===== config.mk =====
export PLATFORM = sky130hd
export DESIGN_NAME = sipo_nibble_loader_flat
export DESIGN_NICKNAME = d
export VERILOG_FILES = /design/src/rtl/sipo_nibble_loader_pkg.sv /design/src/rtl/sipo_nibble_loader_if.sv /design/src/rtl/sipo_nibble_loader_shift_core.sv /design/src/rtl/sipo_nibble_loader.sv /design/src/flat_wrapper.sv
export SDC_FILE = /design/constraint.sdc
export NUM_CORES = 1
export LEC_CHECK = 0
export BUFFER_PORTS_ARGS = -buffer_cell sky130_fd_sc_hd__buf_2
export CORE_MARGIN = 5
export CORE_UTILIZATION = 30
export CTS_CLUSTER_DIAMETER = 150
export DETAILED_ROUTE_END_ITERATION = 10
export GPL_TIMING_DRIVEN = 1
export RECOVER_POWER = 25
export SKIP_CTS_REPAIR_TIMING = 1
export SLEW_MARGIN = 30
export SYNTH_ARGS = -nofsm -noshare
export SYNTH_HDL_FRONTEND = slang
export SYNTH_SLANG_ARGS = --single-unit

===== constraint.sdc =====
create_clock -name clk -period 1.36 [get_ports clk]
set_input_delay 0.068 -clock clk [delete_from_list [all_inputs] [get_ports clk]]
set_output_delay 0.068 -clock clk [all_outputs]
set_load 0.01 [all_outputs]

===== src/rtl/sipo_nibble_loader_pkg.sv =====
// Shared definitions for the serial-to-nibble loader and its downstream holding register.
// No logic; the state encoding and the default nibble width live here.
package sipo_nibble_loader_pkg;

  localparam int NIBBLE_W = 4;

  typedef enum logic [2:0] {
    IDLE   = 3'd0,
    SHIFT  = 3'd1,
    PAR    = 3'd2,
    LOAD   = 3'd3,
    STROBE = 3'd4,
    HOLD   = 3'd5
  } state_t;

endpackage


===== src/rtl/sipo_nibble_loader_if.sv =====
// Serial input pins plus register-side drive of the shared nibble bus.
// Pure wiring; slave is the loader's view, master is the stimulus side.
interface sipo_nibble_loader_if import sipo_nibble_loader_pkg::*; #(
  parameter int WIDTH = NIBBLE_W
);
  logic             start;
  logic             sdi;
  logic             sdi_en;
  logic             flush;
  logic [WIDTH-1:0] reg_d;
  logic             reg_clk;
  logic             reg_clr;
  logic             reg_oe;
  logic             busy;
  logic             done;
  logic             par_err;

  modport master (
    output start, sdi, sdi_en, flush,
    input  reg_d, reg_clk, reg_clr, reg_oe, busy, done, par_err
  );

  modport slave (
    input  start, sdi, sdi_en, flush,
    output reg_d, reg_clk, reg_clr, reg_oe, busy, done, par_err
  );
endinterface


===== src/rtl/sipo_nibble_loader_shift_core.sv =====
// Shift register, bit counter and running data parity; one bit per shift_en, updated on the
// clock edge. No backpressure: the caller only pulses shift_en while a frame is open.
module sipo_shift_core import sipo_nibble_loader_pkg::*; #(
  parameter int WIDTH     = NIBBLE_W,
  parameter bit LSB_FIRST = 1'b1
) (
  input  logic             clk,
  input  logic             clr_n,
  input  logic             frame_clr,
  input  logic             shift_en,
  input  logic             sdi,
  output logic [WIDTH-1:0] word,
  output logic             last_bit,
  output logic             parity
);
  localparam int CNT_W = $clog2(WIDTH + 1);

  logic [WIDTH-1:0] sr_q, sr_d;
  logic [CNT_W-1:0] cnt_q, cnt_d;
  logic             par_q, par_d;

  always_comb begin
    sr_d  = sr_q;
    cnt_d = cnt_q;
    par_d = par_q;
    if (frame_clr) begin
      sr_d  = '0;
      cnt_d = '0;
      par_d = 1'b0;
    end else if (shift_en) begin
      // LSB-first enters at the top so the first bit has walked down to bit 0 after WIDTH shifts
      sr_d  = LSB_FIRST ? {sdi, sr_q[WIDTH-1:1]} : {sr_q[WIDTH-2:0], sdi};
      cnt_d = cnt_q + CNT_W'(1);
      par_d = par_q ^ sdi;
    end
  end

  always_ff @(posedge clk or negedge clr_n) begin
    if (!clr_n) begin
      sr_q  <= '0;
      cnt_q <= '0;
      par_q <= 1'b0;
    end else begin
      sr_q  <= sr_d;
      cnt_q <= cnt_d;
      par_q <= par_d;
    end
  end

  assign word     = sr_q;
  assign last_bit = (cnt_q == CNT_W'(WIDTH - 1));
  assign parity   = par_q;

endmodule


===== src/rtl/sipo_nibble_loader.sv =====
// Frames serial bits into a word and strobes it into the level-sensitive holding register.
// reg_d after N+1, reg_clk after N+2, done after N+3 (N = last accepted bit); sdi_en=0 stalls.
module sipo_nibble_loader import sipo_nibble_loader_pkg::*; #(
  parameter int WIDTH     = NIBBLE_W,
  parameter bit LSB_FIRST = 1'b1,
  parameter bit PARITY_EN = 1'b1
) (
  input  logic                 clk,
  input  logic                 clr_n,
  sipo_nibble_loader_if.slave  bus
);
  state_t           state_q, state_d;
  logic [WIDTH-1:0] reg_d_q, reg_d_d;
  logic             reg_clk_q, reg_clk_d;
  logic             reg_clr_q, reg_clr_d;
  logic             reg_oe_q;
  logic             done_q, done_d;
  logic             par_err_q, par_err_d;
  logic             frame_clr, shift_en;
  logic [WIDTH-1:0] word;
  logic             last_bit, parity;

  sipo_shift_core #(.WIDTH(WIDTH), .LSB_FIRST(LSB_FIRST)) u_core (
    .clk      (clk),
    .clr_n    (clr_n),
    .frame_clr(frame_clr),
    .shift_en (shift_en),
    .sdi      (bus.sdi),
    .word     (word),
    .last_bit (last_bit),
    .parity   (parity)
  );

  always_comb begin
    state_d   = state_q;
    reg_d_d   = reg_d_q;
    reg_clk_d = 1'b0;
    reg_clr_d = 1'b0;
    done_d    = 1'b0;
    par_err_d = 1'b0;
    frame_clr = 1'b0;
    shift_en  = 1'b0;
    unique case (state_q)
      IDLE: begin
        if (bus.start) begin
          frame_clr = 1'b1;
          state_d   = SHIFT;
        end else if (bus.flush) begin
          reg_clr_d = 1'b1;
        end
      end
      SHIFT: begin
        if (bus.sdi_en) begin
          shift_en = 1'b1;
          if (last_bit) state_d = PARITY_EN ? PAR : LOAD;
        end
      end
      PAR: begin
        if (bus.sdi_en) begin
          if (parity ^ bus.sdi) begin
            par_err_d = 1'b1;
            state_d   = IDLE;
          end else begin
            state_d = LOAD;
          end
        end
      end
      // Outputs are registered, so each one lands a cycle after the state that requests it
      LOAD: begin
        reg_d_d = word;
        state_d = STROBE;
      end
      STROBE: begin
        reg_clk_d = 1'b1;
        state_d   = HOLD;
      end
      HOLD: begin
        done_d  = 1'b1;
        state_d = IDLE;
      end
      default: state_d = IDLE;
    endcase
  end

  always_ff @(posedge clk or negedge clr_n) begin
    if (!clr_n) begin
      state_q   <= IDLE;
      reg_d_q   <= '0;
      reg_clk_q <= 1'b0;
      reg_clr_q <= 1'b1;
      reg_oe_q  <= 1'b1;
      done_q    <= 1'b0;
      par_err_q <= 1'b0;
    end else begin
      state_q   <= state_d;
      reg_d_q   <= reg_d_d;
      reg_clk_q <= reg_clk_d;
      reg_clr_q <= reg_clr_d;
      reg_oe_q  <= 1'b0;
      done_q    <= done_d;
      par_err_q <= par_err_d;
    end
  end

  assign bus.reg_d   = reg_d_q;
  assign bus.reg_clk = reg_clk_q;
  assign bus.reg_clr = reg_clr_q;
  assign bus.reg_oe  = reg_oe_q;
  assign bus.busy    = (state_q != IDLE);
  assign bus.done    = done_q;
  assign bus.par_err = par_err_q;

endmodule


===== src/flat_wrapper.sv =====
// flat-port wrapper written by rule: the top's interface ports become plain ports
module sipo_nibble_loader_flat import sipo_nibble_loader_pkg::*;
#(
  parameter int WIDTH     = NIBBLE_W,
  parameter bit LSB_FIRST = 1'b1,
  parameter bit PARITY_EN = 1'b1
)
  (clk, clr_n, bus_start, bus_sdi, bus_sdi_en, bus_flush, bus_reg_d, bus_reg_clk, bus_reg_clr, bus_reg_oe, bus_busy, bus_done, bus_par_err);
  sipo_nibble_loader_if #(.WIDTH(WIDTH)) bus_i ();
  input  logic clk;
  input  logic clr_n;
  input wire logic [$bits(bus_i.start)-1:0] bus_start;
  input wire logic [$bits(bus_i.sdi)-1:0] bus_sdi;
  input wire logic [$bits(bus_i.sdi_en)-1:0] bus_sdi_en;
  input wire logic [$bits(bus_i.flush)-1:0] bus_flush;
  output wire logic [$bits(bus_i.reg_d)-1:0] bus_reg_d;
  output wire logic [$bits(bus_i.reg_clk)-1:0] bus_reg_clk;
  output wire logic [$bits(bus_i.reg_clr)-1:0] bus_reg_clr;
  output wire logic [$bits(bus_i.reg_oe)-1:0] bus_reg_oe;
  output wire logic [$bits(bus_i.busy)-1:0] bus_busy;
  output wire logic [$bits(bus_i.done)-1:0] bus_done;
  output wire logic [$bits(bus_i.par_err)-1:0] bus_par_err;
  assign bus_i.start = bus_start;
  assign bus_i.sdi = bus_sdi;
  assign bus_i.sdi_en = bus_sdi_en;
  assign bus_i.flush = bus_flush;
  assign bus_reg_d = bus_i.reg_d;
  assign bus_reg_clk = bus_i.reg_clk;
  assign bus_reg_clr = bus_i.reg_clr;
  assign bus_reg_oe = bus_i.reg_oe;
  assign bus_busy = bus_i.busy;
  assign bus_done = bus_i.done;
  assign bus_par_err = bus_i.par_err;
  sipo_nibble_loader #(.WIDTH(WIDTH), .LSB_FIRST(LSB_FIRST), .PARITY_EN(PARITY_EN)) u_core (.clk(clk), .clr_n(clr_n), .bus(bus_i));
endmodule

### Yosys cells after proc, flatten, opt, wreduce, memory -nomap -nowiden

Cells that the tools add are included.

* add/sub/neg operators: 1
* equal/unequal tests: 10
* muxes and demuxes: 24
* bitwise logic cells: 1
* reduce and logical (&&, ||, !) cells: 4

Operator list (count)
* two-way mux 3 bit: 6
* one-hot mux 3 bit (5 select lines): 1
* two-way mux 1 bit: 14
* equality test 3 x 2 -> 1 bit, second input constant: 3
* two-way mux 4 bit: 2
* inequality test 2 bit, second input constant: 4
* equality test 3 bit, second input constant: 2
* AND reduction 4 bit: 1
* adder 3 x 1 -> 3 bit, second input constant: 1
* equality test 3 x 1 -> 1 bit, second input constant: 1
* logical NOT 3 bit: 1
* nonzero test 3 bit: 1
* two-way mux 2 bit: 1
* nonzero test 2 bit: 1
* XOR 1 bit: 1

* bits in registers: 20
* input port bits: 6
* output and inout bits: 10
* logic and storage cells: 50

### Logic depth before layout (Yosys ltp)

* depth after elaboration: 4
* mapped depth: 5
* depth with buffers taken out: 5

### Modules after synthesis

Synthesis repeated with hierarchy kept, for this count alone.

* cell total of the unflattened synthesis: 69
* area, all modules: 882.1 µm²

Modules (own cells, without submodules)
* sipo_nibble_loader: times used 1, cells an instance 39, area an instance 514.2 µm², sequential area each 302.8 µm²
* sipo_shift_core: times used 1, cells an instance 30, area an instance 367.9 µm², sequential area each 200.2 µm²

### Worst setup path before layout

Ideal clock, no wire load.

* path type: register to register
* from: reg u_core.state_q[0]
* to: reg u_core.u_core.cnt_q[0]
* library setup time: 125 ps
* data arrival time: 1173 ps
* setup slack: 62 ps
* cell stages (with the launch flop): 5
* path buffers: 1
* period minus slack after synthesis: 1298 ps
* path through: dfrtp_1 > mux2i_1 > or3_1 > buf_2 > mux2_4

* longest elaborated chain between the ends: 3

RTL lines
* from (decl): line sipo_nibble_loader.sv:12 `state_t state_q, state_d;`
* from (signal assigned): line sipo_nibble_loader.sv:95 `state_q <= state_d;`
* equality test 3 x 1 -> 1 bit / logical NOT 3 bit (equally long branches): line sipo_nibble_loader.sv:43 `unique case (state_q)`
* two-way mux 1 bit: line sipo_nibble_loader.sv:43
* nonzero test 2 bit (no source line) / two-way mux 3 bit (equally long branches)
* to (signal assigned): line sipo_nibble_loader_shift_core.sv:45 `cnt_q <= cnt_d;`
* to (decl): line sipo_nibble_loader_shift_core.sv:19 `logic [CNT_W-1:0] cnt_q, cnt_d;`

Parallel ways exist; a longest one is shown, timed or not.
A chain may end at the register's enable or synchronous reset.

### Worst setup path in the final report

* from: reg u_core.state_q[0]
* to: out bus_busy

* longest elaborated chain between the ends: 1

RTL lines
* nonzero test 3 bit: line sipo_nibble_loader.sv:109 `assign bus.busy = (state_q != IDLE);`
* to (decl): line flat_wrapper.sv:20 `output wire logic [$bits(bus_i.busy)-1:0] bus_busy;`

No other way between the ends.

==> results.json <==
{
  "start_kind": "register",
  "drc": 0,
  "switching_share_pct": 31.0,
  "pwr_density_cell_nw_per_um2": 1830,
  "insertedDiodeCount": 0,
  "grt_max_degree": 21,
  "rows": 19,
  "synth.most_common_cell": "dfrtp_1",
  "htreeDepth": 1,
  "ys_warn_count": 0,
  "cts_tree": "yes",
  "hold_viol": 0,
  "synth_common_cells": "dfrtp_1, a22o_1, a21oi_1, buf_2, mux2_2",
  "instances_no_fill": 123,
  "grt_pass1_wl_um": 2530,
  "p_sw_uw": 628,
  "synth.distinct_cells": 28,
  "clockBufferDepth": 2,
  "dp_hpwl_um": 1040,
  "rsz0062_at_grt": "yes",
  "cts-buffers-inserted": 3,
  "slew_violations": 0,
  "dpl.cell_count": 113,
  "critPathSlowestCell": "dfrtp_1",
  "grt_pass1_vias": 551,
  "syn2layout_area_growth_pct": 27.0,
  "holdWs_ns": 0.0483,
  "violations": "negative setup slack",
  "fin_crit_ns": 1.43,
  "fin_util_pct": 40.1,
  "cp.arrival_ns": 1.37,
  "vias_per_cell": 4.83,
  "cts.sinks": 20,
  "finalClockSkew_ns": 0.00734,
  "internal_power_mw": 1.40,
  "worst_ep_required_time_ns": 1.29,
  "fin_crit_sh_pct": 105,
  "synthesis.area_um2": 871,
  "antenna_found_initial": 0,
  "start_util_pct": 31.6,
  "synth_area_leader_cell": "dfrtp_1",
  "dr.pass1.iters": 3,
  "gr-total-overflow": 0,
  "crit_path_max_incr_delay_ns": 0.42,
  "yosys_most_used_dff": "dfrtp_1",
  "critPathMaxFanout": 4,
  "wl_per_cell_um": 12.3,
  "dieWidth_um": 63.9,
  "synth_edf_count": 0,
  "clock_power_share_pct": 17.1,
  "io_buffers": 15,
  "synth_top_area_share_pct": 51.7,
  "comb_power_share_pct": 39.4,
  "pwr-share-seq_pct": 43.5,
  "worst_hold_path_type": "input pin to register",
  "worstSetupPathType": "register to output port",
  "num_vias": 594,
  "crit_chain": "buf_6 > or3_4 > buf_6",
  "maxCapViolCount": 0,
  "grt_usage_pct": 7.91,
  "end_kind": "output port",
  "io_pins": 16,
  "cpMostUsedCell": "buf_6",
  "fp.dieArea_um2": 4080,
  "syn_inst": 67,
  "synthArstFlopShare_pct": 100,
  "core_area_um2": 2760,
  "cts.reportedPaths.clkPinSlew_ns": 0.11,
  "synth-seq-area-share_pct": 57.8,
  "syn_nets": 75,
  "syn_area_per_cell_um2": 13.0,
  "routabilityCongestion": 0.771,
  "wl_um": 1520,
  "layout.nets": 101,
  "ir_drop_uv": 700,
  "ant_nets": 0,
  "ys_seq_elements": 20,
  "synthTopCellsByArea": "dfrtp_1, dfstp_2, mux2_2, a22o_1, ha_1",
  "cts-root-buf": "clkbuf_4",
  "power.leakage_nw": 0.556,
  "final-setup-viol-count": 2,
  "clock_latency_ns": 0.31,
  "setup_slack_ns": -0.0736,
  "outcome": "complete, but fails checks",
  "die_h_um": 63.9,
  "first_iter_violations": 8,
  "clock.fmax_mhz": 698,
  "drive_above_1_share_pct": 39.1
}
sequential cells by signal, indices dropped and copies added (netlist names):
name and count:
u_core.state_q 3, u_core.bus.par_err 1, u_core.u_core.parity 1, u_core.bus.done 1, u_core.bus.reg_clk 1, u_core.u_core.word 4
u_core.u_core.cnt_q 3, u_core.bus.reg_clr 1, u_core.bus.reg_d 4, u_core.bus.reg_oe 1
critical path: cells and delay by family (launching register included):
family	cells	cell delay (ns)
AND/OR/NAND/NOR	1	0.39
buffers and inverters	2	0.26
flip-flops	1	0.42
layout by cell type, fill, tap and decap left out, drive strengths merged, types with 3 or more instances in the layout:
cell type,n
buf,21
dfrtp,18
a22o,5
mux2,5
clkbuf,5
a21oi,4
nor3b,3
nand2b,3
dlygate4sd3,3
metal layers:
| layer | global-route usage, % | wire, µm | vias up |
|---|---|---|---|
| met2 | 11.8 | 746 | 12 |
| met5 | 0 | 0 | - |
| met1 | 9.66 | 663 | 288 |
| met3 | 2.45 | 73 | 4 |
| li1 | - | - | 290 |
| met4 | 5.45 | 36 | 0 |
area by class of cell:
type                       instances  area, µm²
clock buffer                       4       36.3
inverter                           2       7.51
multi-input combinational         41        345
sequential                        20        503
tap                               31       38.8
timing repair buffer              25        175
fill                             267       1650
power groups by stage:
stage | clock network [mW] | registers, mW | logic [mW]
2_1_floorplan | 0 | 0.897 | 0.480
3_3_place_gp | 0 | 0.890 | 0.678
3_5_place_dp | 0 | 0.892 | 0.682
4_1_cts | 0.364 | 0.880 | 0.686
5_1_grt | 0.385 | 0.904 | 0.891
6_report | 0.347 | 0.883 | 0.799
kinds of logic after synthesis:
group | Yosys count | share of synthesized area [%]
simple gates | 17 | 15.2
mux | 6 | 8.05
other cells | 1 | 0.431
buf+inv | 6 | 3.16
xor+xnor | 1 | 1.01
compound gates | 14 | 11.5
fa+ha+maj | 2 | 2.87
flops | 20 | 57.8
worst paths after layout:
path | start | endpoint | slack (ns) | cells after the start
setup / recovery | u_core.state_q[0] | bus_busy | -0.07 | 3
min in group asynchronous | clr_n | u_core.u_core.cnt_q[2] | 0.24 | 2
hold / removal | bus_sdi | u_core.u_core.word[3] | 0.05 | 2
hold reg to reg | u_core.u_core.word[0] | u_core.u_core.word[0] | 0.50 | 1
setup reg to reg | u_core.state_q[0] | u_core.u_core.cnt_q[0] | -0.02 | 3
max in group asynchronous | clr_n | u_core.bus.reg_clr | 0.77 | 2
through the flow:
| step | cell area (µm²) | power (mW) | setup TNS (ns) | setup slack, ns |
|---|---|---|---|---|
| after global placement | 995 | 1.57 | 0 | 0.0150 |
| after detailed placement | 995 | 1.57 | 0 | 0.00753 |
| after global routing | 1110 | 2.18 | -0.408 | -0.115 |
| final | 1110 | 2.03 | -0.0970 | -0.0736 |
| after floorplan | 871 | 1.38 | 0 | 0.0617 |
| after CTS | 1030 | 1.93 | -0.177 | -0.150 |
Power figures use the tool's default switching activity.
